--- config.mk ---
export PLATFORM = sky130hd
export DESIGN_NAME = conv_seq_mac_flat
export DESIGN_NICKNAME = d
export VERILOG_FILES = /design/src/rtl/conv_seq_mac_if.sv /design/src/rtl/conv_seq_mac.sv /design/src/flat_wrapper.sv
export SDC_FILE = /design/constraint.sdc
export NUM_CORES = 1
export LEC_CHECK = 0
export CAP_MARGIN = 15
export CORE_MARGIN = 10
export CORE_UTILIZATION = 40
export DETAILED_ROUTE_END_ITERATION = 10
export HOLD_SLACK_MARGIN = 0.02
export PLACE_DENSITY = 0.64
export SYNTH_ARGS = -nofsm -noshare
export SYNTH_HDL_FRONTEND = slang
export SYNTH_SLANG_ARGS = --single-unit
--- constraint.sdc ---
create_clock -name clk -period 8.8 [get_ports clk]
set_input_delay 1.76 -clock clk [delete_from_list [all_inputs] [get_ports clk]]
set_output_delay 1.76 -clock clk [all_outputs]
set_load 0.01 [all_outputs]
--- src/rtl/conv_seq_mac_if.sv ---
// conv_seq_mac_if
//   Stream bundle for conv_seq_mac: one valid/ready sample input stream and
//   one valid/ready result output stream.
//   Signals:
//     in_valid / in_ready / in_data   sample stream (x values, then h values)
//     y_valid  / y_ready  / y_data    convolution result stream
//     y_last                          marks the final result of a job
//   Modports:
//     master  source/sink side (drives samples, accepts results)
//     slave   convolver side
interface conv_seq_mac_if #(
    parameter int DW = 4,
    parameter int YW = 11
);
    logic          in_valid;
    logic          in_ready;
    logic [DW-1:0] in_data;
    logic          y_valid;
    logic          y_ready;
    logic [YW-1:0] y_data;
    logic          y_last;

    modport master (
        output in_valid, in_data, y_ready,
        input  in_ready, y_valid, y_data, y_last
    );

    modport slave (
        input  in_valid, in_data, y_ready,
        output in_ready, y_valid, y_data, y_last
    );
endinterface

--- src/rtl/conv_seq_mac.sv ---
// conv_seq_mac
//   Sequential linear convolver with a single shared multiply-accumulate.
//   Loads x[0..N-1] then h[0..M-1] from the input stream, then produces
//   y[k] = sum_j x[j]*h[k-j] for k = 0..N+M-2, one term per clock (N clocks
//   per output), streaming each y over valid/ready with backpressure.
//   Ports:
//     clk    rising-edge clock
//     rst_n  asynchronous active-low reset
//     io     conv_seq_mac_if.slave (in_valid/in_ready/in_data,
//            y_valid/y_ready/y_data/y_last)
//     busy   high while computing or presenting a result
//   Build option:
//     CONV_SAT_EN  when defined, results that do not fit in YW bits saturate
//                  to all ones; otherwise they are truncated modulo 2**YW.
module conv_seq_mac #(
    parameter int DW = 4,
    parameter int N  = 8,
    parameter int M  = 8,
    parameter int YW = 11
) (
    input  logic           clk,
    input  logic           rst_n,
    conv_seq_mac_if.slave  io,
    output logic           busy
);
    localparam int ACC_W = 2*DW + $clog2(N+1);
    localparam int CW    = $clog2(((N > M) ? N : M) + 1);
    localparam int JW    = $clog2(N+1);
    localparam int KW    = $clog2(N+M);
    localparam int EW    = (YW > ACC_W) ? YW : ACC_W;

    typedef enum logic [1:0] {LOAD_X, LOAD_H, COMPUTE, OUTPUT} state_t;

    state_t           state_q, state_d;
    logic [CW-1:0]    cnt_q, cnt_d;
    logic [JW-1:0]    j_q, j_d;
    logic [KW-1:0]    k_q, k_d;
    logic [ACC_W-1:0] acc_q, acc_d;
    logic [DW-1:0]    x_q [N];
    logic [DW-1:0]    x_d [N];
    logic [DW-1:0]    h_q [M];
    logic [DW-1:0]    h_d [M];
    logic [YW-1:0]    y_data_q, y_data_d;
    logic             y_valid_q, y_valid_d;
    logic             y_last_q, y_last_d;

    logic             in_fire, out_fire;
    logic             last_load_x, last_load_h, last_term, last_k;
    logic [DW-1:0]    x_sel, h_sel;
    logic             in_range;
    logic [2*DW-1:0]  term;
    logic [ACC_W-1:0] acc_sum;

    // Result formatting in front of the y_data register.
    function automatic logic [YW-1:0] fmt(input logic [ACC_W-1:0] v);
        logic [EW-1:0] ve;
        ve = EW'(v);
`ifdef CONV_SAT_EN
        if (ve > EW'({YW{1'b1}}))
            return {YW{1'b1}};
`endif
        return ve[YW-1:0];
    endfunction

    assign in_fire     = io.in_valid && io.in_ready;
    assign out_fire    = y_valid_q && io.y_ready;
    assign last_load_x = (cnt_q == CW'(N-1));
    assign last_load_h = (cnt_q == CW'(M-1));
    assign last_term   = (j_q == JW'(N-1));
    assign last_k      = (k_q == KW'(N+M-2));

    assign io.y_data  = y_data_q;
    assign io.y_valid = y_valid_q;
    assign io.y_last  = y_last_q;

    // State register
    always_ff @(posedge clk or negedge rst_n) begin
        if (!rst_n)
            state_q <= LOAD_X;
        else
            state_q <= state_d;
    end

    // Next-state logic
    always_comb begin
        state_d = state_q;
        case (state_q)
            LOAD_X:  if (in_fire && last_load_x) state_d = LOAD_H;
            LOAD_H:  if (in_fire && last_load_h) state_d = COMPUTE;
            COMPUTE: if (last_term)              state_d = OUTPUT;
            OUTPUT:  if (out_fire)               state_d = y_last_q ? LOAD_X : COMPUTE;
            default:                             state_d = LOAD_X;
        endcase
    end

    // FSM outputs
    always_comb begin
        io.in_ready = (state_q == LOAD_X) || (state_q == LOAD_H);
        busy        = (state_q == COMPUTE) || (state_q == OUTPUT);
    end

    // MAC term: x[j]*h[k-j], zero where k-j falls outside 0..M-1
    always_comb begin
        x_sel    = '0;
        h_sel    = '0;
        in_range = 1'b0;
        for (int i = 0; i < N; i++)
            if (JW'(i) == j_q) x_sel = x_q[i];
        for (int i = 0; i < M; i++)
            if (int'(k_q) - int'(j_q) == i) begin
                h_sel    = h_q[i];
                in_range = 1'b1;
            end
        term    = in_range ? ({{DW{1'b0}}, x_sel} * {{DW{1'b0}}, h_sel}) : '0;
        acc_sum = acc_q + ACC_W'(term);
    end

    // Counters, buffers, accumulator and result register next values
    always_comb begin
        cnt_d     = cnt_q;
        j_d       = j_q;
        k_d       = k_q;
        acc_d     = acc_q;
        x_d       = x_q;
        h_d       = h_q;
        y_data_d  = y_data_q;
        y_valid_d = y_valid_q;
        y_last_d  = y_last_q;
        case (state_q)
            LOAD_X: if (in_fire) begin
                for (int i = 0; i < N; i++)
                    if (CW'(i) == cnt_q) x_d[i] = io.in_data;
                cnt_d = last_load_x ? '0 : cnt_q + CW'(1);
            end
            LOAD_H: if (in_fire) begin
                for (int i = 0; i < M; i++)
                    if (CW'(i) == cnt_q) h_d[i] = io.in_data;
                cnt_d = last_load_h ? '0 : cnt_q + CW'(1);
                if (last_load_h) begin
                    k_d   = '0;
                    j_d   = '0;
                    acc_d = '0;
                end
            end
            COMPUTE: begin
                acc_d = acc_sum;
                if (last_term) begin
                    y_data_d  = fmt(acc_sum);
                    y_valid_d = 1'b1;
                    y_last_d  = last_k;
                end else begin
                    j_d = j_q + JW'(1);
                end
            end
            OUTPUT: if (out_fire) begin
                y_valid_d = 1'b0;
                if (y_last_q) begin
                    y_last_d = 1'b0;
                end else begin
                    k_d   = k_q + KW'(1);
                    j_d   = '0;
                    acc_d = '0;
                end
            end
            default: ;
        endcase
    end

    // Datapath registers
    always_ff @(posedge clk or negedge rst_n) begin
        if (!rst_n) begin
            cnt_q     <= '0;
            j_q       <= '0;
            k_q       <= '0;
            acc_q     <= '0;
            y_data_q  <= '0;
            y_valid_q <= 1'b0;
            y_last_q  <= 1'b0;
            for (int i = 0; i < N; i++) x_q[i] <= '0;
            for (int i = 0; i < M; i++) h_q[i] <= '0;
        end else begin
            cnt_q     <= cnt_d;
            j_q       <= j_d;
            k_q       <= k_d;
            acc_q     <= acc_d;
            y_data_q  <= y_data_d;
            y_valid_q <= y_valid_d;
            y_last_q  <= y_last_d;
            x_q       <= x_d;
            h_q       <= h_d;
        end
    end
endmodule

--- src/flat_wrapper.sv ---
// flat-port wrapper written by rule: the top's interface ports become plain ports
module conv_seq_mac_flat 
#(
    parameter int DW = 4,
    parameter int N  = 8,
    parameter int M  = 8,
    parameter int YW = 11
)
  (clk, rst_n, busy, io_in_valid, io_in_data, io_y_ready, io_in_ready, io_y_valid, io_y_data, io_y_last);
  conv_seq_mac_if #(.DW(DW), .YW(YW)) io_i ();
  input  logic clk;
  input  logic rst_n;
  output logic busy;
  input wire logic [$bits(io_i.in_valid)-1:0] io_in_valid;
  input wire logic [$bits(io_i.in_data)-1:0] io_in_data;
  input wire logic [$bits(io_i.y_ready)-1:0] io_y_ready;
  output wire logic [$bits(io_i.in_ready)-1:0] io_in_ready;
  output wire logic [$bits(io_i.y_valid)-1:0] io_y_valid;
  output wire logic [$bits(io_i.y_data)-1:0] io_y_data;
  output wire logic [$bits(io_i.y_last)-1:0] io_y_last;
  assign io_i.in_valid = io_in_valid;
  assign io_i.in_data = io_in_data;
  assign io_i.y_ready = io_y_ready;
  assign io_in_ready = io_i.in_ready;
  assign io_y_valid = io_i.y_valid;
  assign io_y_data = io_i.y_data;
  assign io_y_last = io_i.y_last;
  conv_seq_mac #(.DW(DW), .N(N), .M(M), .YW(YW)) u_core (.clk(clk), .rst_n(rst_n), .io(io_i), .busy(busy));
endmodule
Word-level counts from Yosys, hierarchy flattened
Cells that the tools add are included.
- bits in registers: 103
- bits in latches: 0
- RAM bits: 0
- memory bits (read-only): 0
- input bits: 8
- output and inout port bits: 15
- word-level logic and storage cells: 152
- memories kept: 0
- $add $sub $neg: 5
- multiply operators: 1
- divide/modulo/power cells: 0
- order comparisons: 0
- equality and inequality tests: 35
- shifts and indexed selects: 0
- multiplexer cells: 51
- bitwise logic cells: 0
- reduce and logical (&&, ||, !) cells: 36
- operators by type and width (operator ; number):
    32-bit by 4-bit == test with 1-bit output (second input constant) ; 4
    4-bit 2-to-1 mux ; 24
    32-bit by 3-bit == test with 1-bit output (second input constant) ; 2
    3-bit AND reduction ; 17
    12-bit 2-to-1 mux ; 4
    12-bit case mux with 3 select lines ; 1
    3-bit by 4-bit == test with 1-bit output (first input constant) ; 8
    32-bit by 2-bit == test with 1-bit output (second input constant) ; 1
    32-bit zero test ; 1
    2-bit by 4-bit == test with 1-bit output (first input constant) ; 4
    12-bit by 8-bit adder with 12-bit output ; 1
    4-bit by 1-bit adder with 4-bit output (second input constant) ; 3
    2-bit by 1-bit inequality test with 1-bit output (second input constant) ; 6
    4-bit case mux with 3 select lines ; 1
    1-bit 2-to-1 mux ; 11
    2-bit 2-to-1 mux ; 5
    5-bit AND reduction ; 2
    1-bit by 4-bit == test with 1-bit output (first input constant) ; 2
    4-bit by 3-bit == test with 1-bit output (second input constant) ; 2
    4-bit zero test ; 2
    4-bit by 4-bit multiplier with 8-bit output ; 1
    8-bit 2-to-1 mux ; 1
    2-bit case mux with 4 select lines ; 1
    4-bit case mux with 2 select lines ; 1
    other kinds (15) ; 23

Longest topological paths before layout
- word-level depth: 14
- depth in mapped cells: 26
- depth with buffers taken out: 25

Worst setup path after synthesis
No wires, ideal clock.
- path kind: register to register
- start: register u_core.k_q[0]
- end: register u_core.acc_q[10]
- setup time: 0.069 ns
- arrival time: 5.889 ns
- data required time: 8.731 ns
- path slack: 2.842 ns
- cell stages (with the launch flop): 25
- buffers on the path: 1
- period minus slack after synthesis: 5.958 ns
- path through: dfrtp_1 inv_1 ha_1 inv_1 fa_1 clkbuf_8 or2_2 a2111oi_4 a22oi_2 a21o_1 fa_1 fa_1 inv_1 ha_1 a21o_1 a21o_1 a2111oi_0 a41oi_1 a21oi_1 ha_1 nor2_1 nor2_1 nand2_1 or4_1 nand3_1
- word-level cells in the longest chain between the ends: 14
- elaborated cells between the ends (all ways): 29
- classes of those cells: add/sub: 2; mul: 1; eq/ne: 7; mux: 18; reduce/logical: 1
- RTL lines (what ; RTL line ; source):
    start: declaration ; conv_seq_mac.sv:37 ; logic [KW-1:0] k_q, k_d;
    start signal: assignment ; conv_seq_mac.sv:184 ; k_q <= k_d;
    4-bit by 4-bit subtractor with 5-bit output * ; conv_seq_mac.sv:110 ; if (int'(k_q) - int'(j_q) == i) begin
    32-bit zero test ; conv_seq_mac.sv:110 ;
    4-bit 2-to-1 mux (8 in a row) ; conv_seq_mac.sv:110 ;
    4-bit by 4-bit multiplier with 8-bit output ; conv_seq_mac.sv:114 ; term = in_range ? ({{DW{1'b0}}, x_sel} * {{DW{1'b0}}, h_sel}) : '0;
    8-bit 2-to-1 mux * ; conv_seq_mac.sv:114 ;
    12-bit by 8-bit adder with 12-bit output * ; conv_seq_mac.sv:115 ; acc_sum = acc_q + ACC_W'(term);
    12-bit case mux with 3 select lines * ; conv_seq_mac.sv:129 ; case (state_q)
    end signal: assignment ; conv_seq_mac.sv:175 ; acc_q <= '0;
    end signal: assignment ; conv_seq_mac.sv:185 ; acc_q <= acc_d;
    end: declaration ; conv_seq_mac.sv:38 ; logic [ACC_W-1:0] acc_q, acc_d;
Mark *: on every way between the ends. The rest lies on a longest branch, timed or not.
A chain may end at the register's enable or synchronous reset.

Final worst setup path
Same ends and word-level chain as after synthesis.

==> qor_table.md <==
| Stage | Result | Value |
|---|---|---|
| timing | Fin crit period | 6610 ps |
| yosys | Number of enable-type register cells in the synthesized netlist | 0 |
| detailed routing | Remaining antenna violation count after routing | 0 |
| layout | Area added between synthesis and finish | 11.5% |
| pwr | P per Cell Area | 329 nW/um^2 |
| detailed routing | Met2 Wirelength | 6890 microns |
| setup path | Endpoint required time on the critical path | 9090 ps |
| yosys | Proportion of synthesized chip area in sequential cells | 42.7% |
| timing | Layout Skew | 6.29 ps |
| placement | GPL Wtd Cong | 0.875 |
| timing | Final hold violations | 0 |
| detailed routing | Via count | 4332 |
| hold path | Type of the tightest min-delay check | flip-flop to flip-flop |
| setup path | CP Data Arrival Time | 6900 ps |
| pwr | Worst ir drop on vdd | 193 uV |
| flow run | Number of maximum-capacitance constraint violations | 0 |
| layout | Antenna Diode Count | 0 |
| layout | Share of layout cells above drive strength 1 | 18.6% |
| global routing | Maximum number of pins on one net before global-route repair | 55 |
| layout | Sequential cell area | 2550 sq um |
| detailed routing | Highest layer used for signal routing | met4 |
| layout | Area taken by multi-input logic gates | 3230 sq um |
| layout | Final net count | 618 |
| yosys | Net count of the mapped netlist | 603 |
| timing | Final clock period utilization by the worst path | 75.1% |
| clock tree | Hold bufs inserted after CTS | 0 |
| detailed routing | Post-detailed-routing wire length | 13700 microns |
| setup path | Class of the most critical setup path | flip-flop to flip-flop |
| floorplanning | Core ar. | 14600 sq um |
| layout | Number of fill cells | 1346 |
| detailed routing | Met1 Wirelength | 6090 microns |
| clock tree | Clock root buffer | clkbuf_16 |
| detailed routing | 1st-iter DRT viols | 357 |
| layout | Filler-free cell count of the finished design | 759 |
| placement | Number of instances in the placed design | 743 |
| floorplanning | Starting density of the core | 40.9% |
| clock tree | TritonCTS clock tree | built |
| yosys | Per-instance average area after synthesis | 10.8 sq um |
| outcome | Run status | finished clean |
| floorplanning | Die area | 20200 sq um |
| clock tree | Bufs on Longest Clock Path | 2 |
| yosys | Post-synth cell types | 56 |
| detailed routing | Via/cell ratio | 5.71 |
| detailed routing | Drt drc | 0 |
| timing | Worst slew margin | 37.7% |
| placement | Worst setup slack after placement | 2220 ps |
| clock tree | Number of buffers created by CTS | 9 |
| clock tree | Level count of the clock H-tree | 3 |
| floorplanning | Die width | 142 microns |
| floorplanning | Rows | 44 |
| timing | Peak Freq | 151 MHz |
| global routing | Remaining Overflow, GRT | 0 |
| timing | Unrepaired setup endpoints after global routing | no |
| yosys | Async set or reset register ratio after synthesis | 100% |
| clock tree | Buffers inserted during post-CTS setup optimization | 0 |
| clock tree | Worst-path clk slew | 70 ps |
| pwr | Static power due to leakage | 2.94 nW |
| timing | Slew at the pin with the worst max-slew slack | 928 ps |
| yosys | Post-synthesis register bit count | 102 |
| yosys | Flip-flop cell with the highest count after synthesis | dfrtp_1 |
| global routing | Via count of the first global-routing pass | 4505 |
| clock tree | Count of instances resized after the clock tree is built | 0 |
| global routing | Initial antenna violation count | 0 |
| hold path | Number of instances on the worst hold path | 1 |
| clock tree | Clk sink count | 102 |
| floorplanning | Number of top-level design ports | 23 |
| floorplanning | Floorplan die height | 142 microns |
| setup path | Startpoint types | flip-flop |
| placement | Detailed Place HPWL | 10200 microns |
| timing | Worst Slack Setup Final | 2190 ps |
| setup path | Type of destination of the critical path | flip-flop |
| yosys | Count of yosys warnings during synthesis | 0 |
| global routing | Total global-route track usage | 14.0% |
| setup path | Depth of the worst register-to-register path | 23 |
| timing | Summed negative setup slack over all endpoints | 0 ps |
| detailed routing | Met3 wire length | 445 microns |
| yosys | Netlist area before placement | 5970 sq um |
| detailed routing | First-pass DRT Iterations | 5 |
| clock tree | Later-pin clock latency in the skew report | 360 ps |
| timing | Count of final setup violators | 0 |
| timing | Max-slew violations | 0 |
| placement | Port-buffer cells | 22 |
| setup path | Largest fanout on the critical path | 15 |
| placement | Total placed instance area | 6340 sq um |
| detailed routing | Mean routed wirelength per cell | 18.1 microns |
| layout | Final instance area | 6660 sq um |
| yosys | Instance count of the mapped netlist | 555 |
| global routing | Wire length of the first global-routing pass | 23000 microns |
-- state kept, by name, summed over array words and instances (netlist names) --
name	cells
u_core.h_q	32
u_core.x_q	32
u_core.acc_q	11
u_core.io.y_data	11
u_core.cnt_q	4
u_core.j_q	4
u_core.k_q	4
u_core.state_q	2
u_core.io.y_last	1
u_core.io.y_valid	1
-- placed cells by master, fill, tap and decap left out, types with 15 or more instances in the layout --
cell               n
nand3_1           26
clkdlybuf4s50_1   21
ha_1              34
nand2_1           45
mux2_2            73
nor2_1            25
a21oi_1           36
o21ai_0           20
inv_1             23
a21o_1            15
dfrtp_1          102
-- cell type report --
class,count,share of cell area (%)
clock buffers,9,3.38
clock inverters,7,1.37
inverters,23,1.30
multi-input cells,409,48.6
flip-flops and latches,102,38.3
well taps,184,3.46
repair buffers,25,3.61
-- worst max-delay path: stages (launching register included) --
cell	delay, ps
dfrtp_1	420
inv_1	100
ha_1	170
inv_1	60
fa_1	720
or2_2	450
a2111oi_4	510
a22oi_2	200
a21o_1	220
fa_1	500
fa_1	600
inv_1	50
ha_1	280
a21o_1	180
a21o_1	210
a2111oi_0	400
a41oi_1	80
a21oi_1	160
ha_1	230
nor3_1	80
o2111ai_1	110
nand2_1	200
or4_1	520
nand3_1	100
-- synthesized netlist by cell type (15+ instances only) --
| library cell | count | share of area (%) |
|---|---|---|
| mux2_2 | 73 | 14 |
| a21o_1 | 15 | 1.9 |
| ha_1 | 34 | 7.1 |
| nor2_1 | 25 | 1.6 |
| nand3_1 | 26 | 2.2 |
| a21oi_1 | 36 | 3.0 |
| inv_1 | 23 | 1.4 |
| clkbuf_1 | 17 | 1.1 |
| o21ai_0 | 20 | 1.7 |
| dfrtp_1 | 102 | 43 |
| nand2_1 | 45 | 2.8 |
-- final timing paths --
check                                                start                              end  slack [ps]
setup / recovery                 u_core.k_q[0]$_DFFE_PN0P_     u_core.acc_q[10]$_DFFE_PN0P_        2190
hold / removal             u_core.io.y_data[8]$_DFFE_PN0P_  u_core.io.y_data[8]$_DFFE_PN0P_         510
setup reg to reg                 u_core.k_q[0]$_DFFE_PN0P_     u_core.acc_q[10]$_DFFE_PN0P_        2190
hold reg to reg            u_core.io.y_data[8]$_DFFE_PN0P_  u_core.io.y_data[8]$_DFFE_PN0P_         510
max in group asynchronous                            rst_n       u_core.x_q[28]$_DFFE_PN0P_        6290
min in group asynchronous                            rst_n      u_core.acc_q[7]$_DFFE_PN0P_        1410
-- routing by layer --
| layer | GRT usage (%) | up-vias |
|---|---|---|
| li1 | - | 2060 |
| met1 | 17.2 | 2159 |
| met2 | 23.5 | 88 |
| met3 | 3.04 | 25 |
| met4 | 5.54 | 0 |
| met5 | 0 | - |
-- logic make-up (layout without fill, tap and decap cells) --
kind of cell	Yosys count	in the layout	share of synthesized area, %
compound gates	135	135	16.4
xor+xnor	16	16	2.35
fa+ha+maj	40	40	9.13
buf+inv	44	64	3.14
flops	102	102	42.7
mux	82	82	15.3
simple gates	136	136	11.0
-- where the power goes --
part / internal, W / switching [W]
Clock: 0.000227 / 0.000193
Sequential: 0.000645 / 0.000148
Combinational: 0.000422 / 0.000554
Total: 0.00129 / 0.000895
-- per-stage QoR --
stage	hold slack (ps)	total power [W]	util (%)
global route	518	0.00234	45.6
finish	510	0.00219	45.6
floorplan	474	0.00150	-
CTS	513	0.00219	45.6
global placement	488	0.00172	43.5
detailed placement	496	0.00176	43.5
No activity file was read; power rests on OpenSTA's default activity.
